==> src/rtl/aes_dec_controller.sv <==
// Control FSM for an iterative AES-128 decryption datapath: key expansion,
// then inverse rounds from key 10 down to key 0, with key reuse and abort.
module aes_dec_controller (
    input  logic       clk,
    input  logic       rst,
    input  logic       input_valid,
    input  logic       key_reuse,
    input  logic       abort,
    output logic       input_ready,
    output logic       load_state,
    output logic       enable_key_expansion,
    output logic       enable_add_round_key,
    output logic       enable_inv_shift_rows,
    output logic       enable_inv_sub_bytes,
    output logic       enable_inv_mix_columns,
    output logic [3:0] round_counter,
    output logic [2:0] current_state,
    output logic       key_valid,
    output logic       output_valid
);

    typedef enum logic [2:0] {
        IDLE            = 3'b000,
        INITIAL_ROUND   = 3'b001,
        KEY_EXPANSION   = 3'b010,
        INV_SUB_BYTES   = 3'b011,
        INV_SHIFT_ROWS  = 3'b100,
        INV_MIX_COLUMNS = 3'b101,
        ADD_ROUND_KEY   = 3'b110,
        DONE            = 3'b111
    } state_t;

    state_t     state, next_state;
    logic [3:0] rc, next_rc;
    logic       kv, next_kv;

    always_ff @(posedge clk or posedge rst) begin
        if (rst) begin
            state <= IDLE;
            rc    <= 4'd0;
            kv    <= 1'b0;
        end else begin
            state <= next_state;
            rc    <= next_rc;
            kv    <= next_kv;
        end
    end

    always_comb begin
        next_state             = state;
        next_rc                = rc;
        next_kv                = kv;
        input_ready            = 1'b0;
        load_state             = 1'b0;
        enable_key_expansion   = 1'b0;
        enable_add_round_key   = 1'b0;
        enable_inv_shift_rows  = 1'b0;
        enable_inv_sub_bytes   = 1'b0;
        enable_inv_mix_columns = 1'b0;
        output_valid           = 1'b0;

        case (state)
            IDLE: begin
                input_ready = 1'b1;
                if (input_valid && !abort) begin
                    load_state = 1'b1;
                    if (key_reuse && kv) begin
                        next_state = INITIAL_ROUND;
                        next_rc    = 4'd10;
                    end else begin
                        next_state = KEY_EXPANSION;
                        next_rc    = 4'd1;
                        next_kv    = 1'b0;
                    end
                end
            end
            KEY_EXPANSION: begin
                enable_key_expansion = 1'b1;
                if (rc == 4'd10) begin
                    next_state = INITIAL_ROUND;
                    next_kv    = 1'b1;
                end else begin
                    next_rc = rc + 4'd1;
                end
            end
            INITIAL_ROUND: begin
                enable_add_round_key = 1'b1;
                next_state           = INV_SHIFT_ROWS;
                next_rc              = 4'd9;
            end
            INV_SHIFT_ROWS: begin
                enable_inv_shift_rows = 1'b1;
                next_state            = INV_SUB_BYTES;
            end
            INV_SUB_BYTES: begin
                enable_inv_sub_bytes = 1'b1;
                next_state           = ADD_ROUND_KEY;
            end
            ADD_ROUND_KEY: begin
                enable_add_round_key = 1'b1;
                // Final round has no InvMixColumns, so key 0 ends the block.
                if (rc == 4'd0) begin
                    next_state = DONE;
                end else begin
                    next_state = INV_MIX_COLUMNS;
                    next_rc    = rc - 4'd1;
                end
            end
            INV_MIX_COLUMNS: begin
                enable_inv_mix_columns = 1'b1;
                next_state             = INV_SHIFT_ROWS;
            end
            DONE: begin
                output_valid = 1'b1;
                next_state   = IDLE;
            end
            default: next_state = IDLE;
        endcase

        // Abort keeps the stored-key flag as it was; partial key sets stay invalid.
        if (abort && state != IDLE) begin
            next_state = IDLE;
            next_rc    = rc;
            next_kv    = kv;
        end
    end

    assign round_counter = rc;
    assign current_state = state;
    assign key_valid     = kv;

endmodule
==> config.mk <==
export PLATFORM = sky130hd
export DESIGN_NAME = aes_dec_controller
export DESIGN_NICKNAME = d
export VERILOG_FILES = /design/src/rtl/aes_dec_controller.sv
export SDC_FILE = /design/constraint.sdc
export NUM_CORES = 1
export LEC_CHECK = 0
export CORE_MARGIN = 5
export CORE_UTILIZATION = 45
export DETAILED_ROUTE_END_ITERATION = 7
export HOLD_SLACK_MARGIN = 0.03
export PLACE_DENSITY = 0.77
export RECOVER_POWER = 100
export SLEW_MARGIN = 15
export SYNTH_ARGS = -nofsm -noshare
export SYNTH_HDL_FRONTEND = slang
export SYNTH_SLANG_ARGS = --single-unit
==> constraint.sdc <==
create_clock -name clk -period 2 [get_ports clk]
set_input_delay 0.4 -clock clk [delete_from_list [all_inputs] [get_ports clk]]
set_output_delay 0.4 -clock clk [all_outputs]
set_load 0.01 [all_outputs]
==> impl_metrics.yaml, run 1 <==
setup_path:
  crit_type: "flop to output pin"
  worst_path_max_delay_cell: "clkdlybuf4s50_1"
  timing.rr.start: "current_state[0]"
  endpoint_kind: "output pin"
  worstPathMaxFanout: 8
  r2r-end: "round_counter[3]"
  critPathArrivalTime_ns: 1.55
  worst_setup_path_start_kind: "flop"
  critical_path_depth: 3
  cp_top_family: "buffers and inverters"
  path_buf_inv: 2
  regToRegSetupSlack_ns: 0.09
  cp_data_required_time_ns: 1.60
  crit_chain: "buf_4 -> and3_1 -> clkdlybuf4s50_1"
  r2r.worst_path.cells: 7
  crit_end: "output_valid"
  critical-path-max-stage-delay_ns: 0.53
  cp-startpoint: "current_state[2]"
timing:
  period_share: 0.975
  slew_violations: 0
  max_slew.worst_pin.slew_ns: 0.625
  rsz0062_at_grt: "false"
  fin_skew_ns: 0.00523
  setup-violations-final: 0
  slew_headroom: 0.580
  fmax_mhz: 513
  finalHoldViolCount: 0
  timing.final.crit_period_ns: 1.95
final_layout:
  stdcell_area_um2: 992
  nets: 123
  diodes: 0
  drive_above_1_share: 0.211
  fin_util: 0.666
  num-fill-cells: 123
  area_delta_synth_final_pct: 43.4
power:
  intPower_w: 0.000588
  power_frac_seq: 0.294
  p_leak_nw: 0.486
  irDropWorstVdd_v: 0.000717
  netSwitchingFraction: 0.419
  power_density_nw_per_um2: 1020
  clockPowerShare: 0.130
  switchingPower_w: 0.000425
  comb_power_share: 0.576
placement:
  gp_congestion: 0.865
  io_buffers: 20
  hpwl_mm: 1.45
  placed_area_um2: 973
logic_synthesis:
  synth_warnings: 0
  syn_nets: 90
  yosysMostFrequentCell: "a21oi_1"
  synth_cells: 83
  synthTopCellsByArea: "dfrtp_1, a21oi_1, inv_1"
  synth_top_area_frac: 0.289
  synth_edf_count: 0
  ys.flop_type: "dfrtp_1"
  yosys_register_bits: 8
  synth_common_cells: "a21oi_1, dfrtp_1, inv_1, nor2_1"
  avgSynthCellArea_um2: 8.34
  yosysSeqAreaShare: 0.289
  synth_cell_types: 37
  synthArstFlopShare: 1.00
  yosysTopAreaCell: "dfrtp_1"
  syn_area_um2: 692
route:
  antenna_left: 0
  vias: 757
  vias_per_cell: 5.82
  drt-initial-drc-count: 39
  drc: 0
  wl_per_cell_um: 15.5
  drt-total-wl_mm: 2.01
  dr.pass1.iters: 4
cts:
  cts_buffers: 3
  hold_buffers: 0
  cts-root-buf: "clkbuf_4"
  cts_tree: "built"
  clkTransAtPathRegs_ns: 0.06
  clk_latency_ns: 0.26
  cts_buffer_depth: 2
  htree_levels: 1
  clock_sinks: 8
global_route:
  grt_first_pass_wirelength_mm: 3.34
  grt.overflow.total: 0
  grt_max_degree: 9
  grt_pass1_vias: 736
  antenna_found_initial: 0
  grtUsageTotal: 0.173
floorplanning:
  fp.coreArea_um2: 1490
  fp.dieH_um: 49.2
  initial_core_util: 0.465
  ios: 21
  fp.dieW_um: 49.2
  rows: 14
  die_area_um2: 2420
job:
  drv_cap: 0
status:
  status: "finished clean"
min_path:
  hp-class: "input pin to asynchronous set/reset pin"
-- flip-flops by register name, summed over array words and instances (netlist names) --
| name | count |
|---|---|
| current_state | 3 |
| key_valid | 1 |
| round_counter | 4 |
-- through the flow --
| stage | power (W) | hold slack (ns) | setup TNS (ns) | setup WS [ns] | cells |
|---|---|---|---|---|---|
| 2_1_floorplan | 0.000647 | 0.216 | 0 | 0.0663 | 83 |
| 5_1_grt | 0.00110 | 0.567 | 0 | 0.00148 | 130 |
| 4_1_cts | 0.00104 | 0.401 | 0 | 0.00414 | 129 |
| 3_5_place_dp | 0.000918 | 0.576 | -0.130 | -0.130 | 126 |
| 3_3_place_gp | 0.000903 | 0.555 | -0.121 | -0.121 | 126 |
| 6_report | 0.00101 | 0.531 | 0 | 0.0507 | 130 |
-- final cells by class --
class | count | area, um2 | area share
multi-input combinational | 62 | 438 | 0.441
timing repair buffer | 33 | 279 | 0.281
sequential | 8 | 203 | 0.204
inverter | 8 | 30.0 | 0.0303
tap | 16 | 20.0 | 0.0202
clock buffer | 3 | 22.5 | 0.0227
-- cell usage in the layout, fill, tap and decap left out, types with 2 or more instances in the layout --
cell type        instances
a211o_1                  2
dlygate4sd3_1            8
a31oi_1                  2
nand2_1                  4
nor2b_1                  2
buf_4                   11
dfrtp_1                  6
clkdlybuf4s50_1          6
o21ai_0                  4
or3_1                    2
dlygate4sd2_1            4
clkbuf_1                 3
clkbuf_4                 3
o41ai_1                  2
dfrtp_2                  2
inv_1                    8
nor2_1                   8
a21oi_1                 10
and3_1                   3
-- what timing repair did --
| action | in CTS | in global routing |
|---|---|---|
| resized for setup | 8 | 6 |
| setup buffers | 0 | 1 |
| setup endpoints to repair | 6 | 5 |
| pin swaps | 0 | 0 |
-- logic make-up (layout without fill, tap and decap cells) --
group | count (synthesis) | after routing | share of synthesized area
AOI/OAI and AO/OA | 28 | 28 | 0.279
adders and majority gates | 2 | 2 | 0.0362
and+or+nand+nor | 28 | 28 | 0.250
buffers and inverters | 13 | 44 | 0.0850
xor gates and xnor gates | 2 | 2 | 0.0253
muxes | 2 | 2 | 0.0362
DFF | 8 | 8 | 0.289
-- power groups by stage --
stage / Combinational (W) / Clock [W] / Sequential, W
final: 0.000583 / 0.000132 / 0.000298
after CTS: 0.000596 / 0.000133 / 0.000312
after global routing: 0.000643 / 0.000142 / 0.000314
after global placement: 0.000593 / 0 / 0.000310
after floorplan: 0.000332 / 0 / 0.000316
after detailed placement: 0.000602 / 0 / 0.000315
-- worst min path at each step --
stage | start | end | slack [ns] | depth (start not counted)
floorplan | rst | current_state[0] | 0.22 | 1
global placement | key_valid | key_valid | 0.56 | 2
detailed placement | key_valid | key_valid | 0.58 | 2
CTS | rst | key_valid | 0.40 | 2
global route | rst | key_valid | 0.57 | 2
finish | rst | current_state[0] | 0.53 | 2
-- layer usage --
| layer | wire length (um) | GRT usage | up-vias |
|---|---|---|---|
| met5 | 0 | 0 | - |
| met4 | 31 | 0.0717 | 0 |
| met3 | 171 | 0.0336 | 5 |
| met2 | 938 | 0.260 | 35 |
| met1 | 871 | 0.238 | 352 |
| li1 | - | - | 365 |
Power figures use the tool's default switching activity.
==> inputs of run 2 (changes only) <==
- GPL_ROUTABILITY_DRIVEN: not set -> 0
- GPL_TIMING_DRIVEN: not set -> 0
==> run 2 against run 1 <==
Effect of this change: combinational power about the same; global-route usage down 1.7 points; sequential power up 5%; largest cell class unchanged; worst hold slack worse by 0.013 ns.
==> impl_metrics.yaml, run 2 (synthesized netlist as in run 1, its figures left out) <==
power:
  irDropWorstVdd_v: 0.000588
  power_density_nw_per_um2: 1060
  p_leak_nw: 0.460
global_route:
  grt_first_pass_wirelength_mm: 2.93
  grt.overflow.total: 0
  grt_pass1_vias: 642
  grtUsageTotal: 0.156
  antenna_found_initial: 0
  grt_max_degree: 11
timing:
  slew_headroom: 0.771
  setup-violations-final: 0
  rsz0062_at_grt: "true"
  slew_violations: 0
  fmax_mhz: 520
  fin_skew_ns: 0.000391
  period_share: 0.961
  max_slew.worst_pin.slew_ns: 0.342
  finalHoldViolCount: 0
  fin_setup_tns_ns: 0
  timing.final.crit_period_ns: 1.92
  setup_slack_ns: 0.0787
placement:
  placed_area_um2: 902
  dp_slack_ns: -0.207
  hpwl_mm: 1.33
  io_buffers: 19
route:
  dr.pass1.iters: 4
  wl_per_cell_um: 14.7
  antenna_left: 0
  vias: 707
  drt-total-wl_mm: 1.80
  vias_per_cell: 5.75
  drc: 0
  drt-initial-drc-count: 31
floorplanning:
  die_area_um2: 2420
  fp.dieW_um: 49.2
  rows: 14
  ios: 21
  initial_core_util: 0.465
  fp.dieH_um: 49.2
  fp.coreArea_um2: 1490
setup_path:
  endpoint_kind: "output pin"
  crit_chain: "buf_6 -> or2_2 -> o21ai_1 -> clkdlybuf4s15_2"
  crit_type: "flop to output pin"
  cp_data_required_time_ns: 1.60
  worstPathMaxFanout: 10
  critical-path-max-stage-delay_ns: 0.42
  worst_path_max_delay_cell: "dfrtp_1"
  path_buf_inv: 2
  worst_setup_path_start_kind: "flop"
  cp_top_family: "flip-flops"
  critPathArrivalTime_ns: 1.52
final_layout:
  diodes: 0
  nets: 116
  layout_commonest_cell: "clkdlybuf4s50_1"
  num-fill-cells: 137
  mostFrequentLayoutCells: "clkdlybuf4s50_1, a21oi_1, nor2_1, dfrtp_1"
  drive_above_1_share: 0.206
  largest_reg_flops: 4
  fin_util: 0.645
  stdcell_area_um2: 960
  area_delta_synth_final_pct: 38.7
status:
  status: "finished clean"
cts:
  clkTransAtPathRegs_ns: 0.05
  cts-root-buf: "clkbuf_4"
  cts_tree: "built"
  cts_buffers: 3
  clk_latency_ns: 0.25
  htree_levels: 1
  clock_sinks: 8
  cts_buffer_depth: 2
min_path:
  hp-class: "input pin to asynchronous set/reset pin"
job:
  drv_cap: 0
run 2: worst reg2reg max path, cell delays in order (launching register included):
cell and delay, ns:
dfrtp_1 0.41, nand3b_1 0.24, inv_2 0.10, ha_4 0.20, and4b_1 0.20, a211o_1 0.26, a211o_1 0.25, o2bb2ai_1 0.13
run 2: worst paths after layout:
check                            startpoint                    to  slack, ns  depth (start not counted)
setup reg to reg           current_state[0]      round_counter[3]       0.08                          7
setup / recovery           current_state[1]  enable_add_round_key       0.08                          4
min in group clk                      abort      current_state[2]       0.53                          2
hold / removal                          rst             key_valid       0.52                          2
hold reg to reg                   key_valid             key_valid       0.61                          2
max in group asynchronous               rst      round_counter[2]       1.27                          2
run 2: layer usage:
layer | wire [um] | up-vias | track usage | share of wire
li1 | - | 349 | - | -
met1 | 795 | 321 | 0.196 | 0.44
met2 | 847 | 32 | 0.238 | 0.47
met3 | 113 | 5 | 0.0275 | 0.063
met4 | 48 | 0 | 0.108 | 0.027
met5 | 0 | - | 0 | 0
run 2: area by class of cell:
cell class,count,area (um2),area share
plain buffers,5,38.8,0.0404
clock buffers,3,22.5,0.0235
inverters,8,30.0,0.0313
multi-input cells,62,454,0.473
flip-flops and latches,8,200,0.209
well taps,16,20.0,0.0209
repair buffers,21,194,0.202
run 2: stage by stage:
step                      hold WS [ns]  std cells  total power [W]
after global routing             0.516        123          0.00110
after CTS                        0.377        122         0.000997
after global placement           0.586        118         0.000865
after floorplan                  0.216         83         0.000647
final                            0.518        123          0.00101
after detailed placement         0.587        118         0.000874
run 2: repair_timing:
action                     CTS  global route
setup buffers                1             1
gates resized for setup     16             8
hold buffers                 0             0
setup endpoints to repair    9             3
run 2: power by group:
group / switching (W) / internal, W
sequential: 0.000102 / 0.000211
clock: 0.0000463 / 0.0000681
combinational: 0.000275 / 0.000312
total: 0.000422 / 0.000591
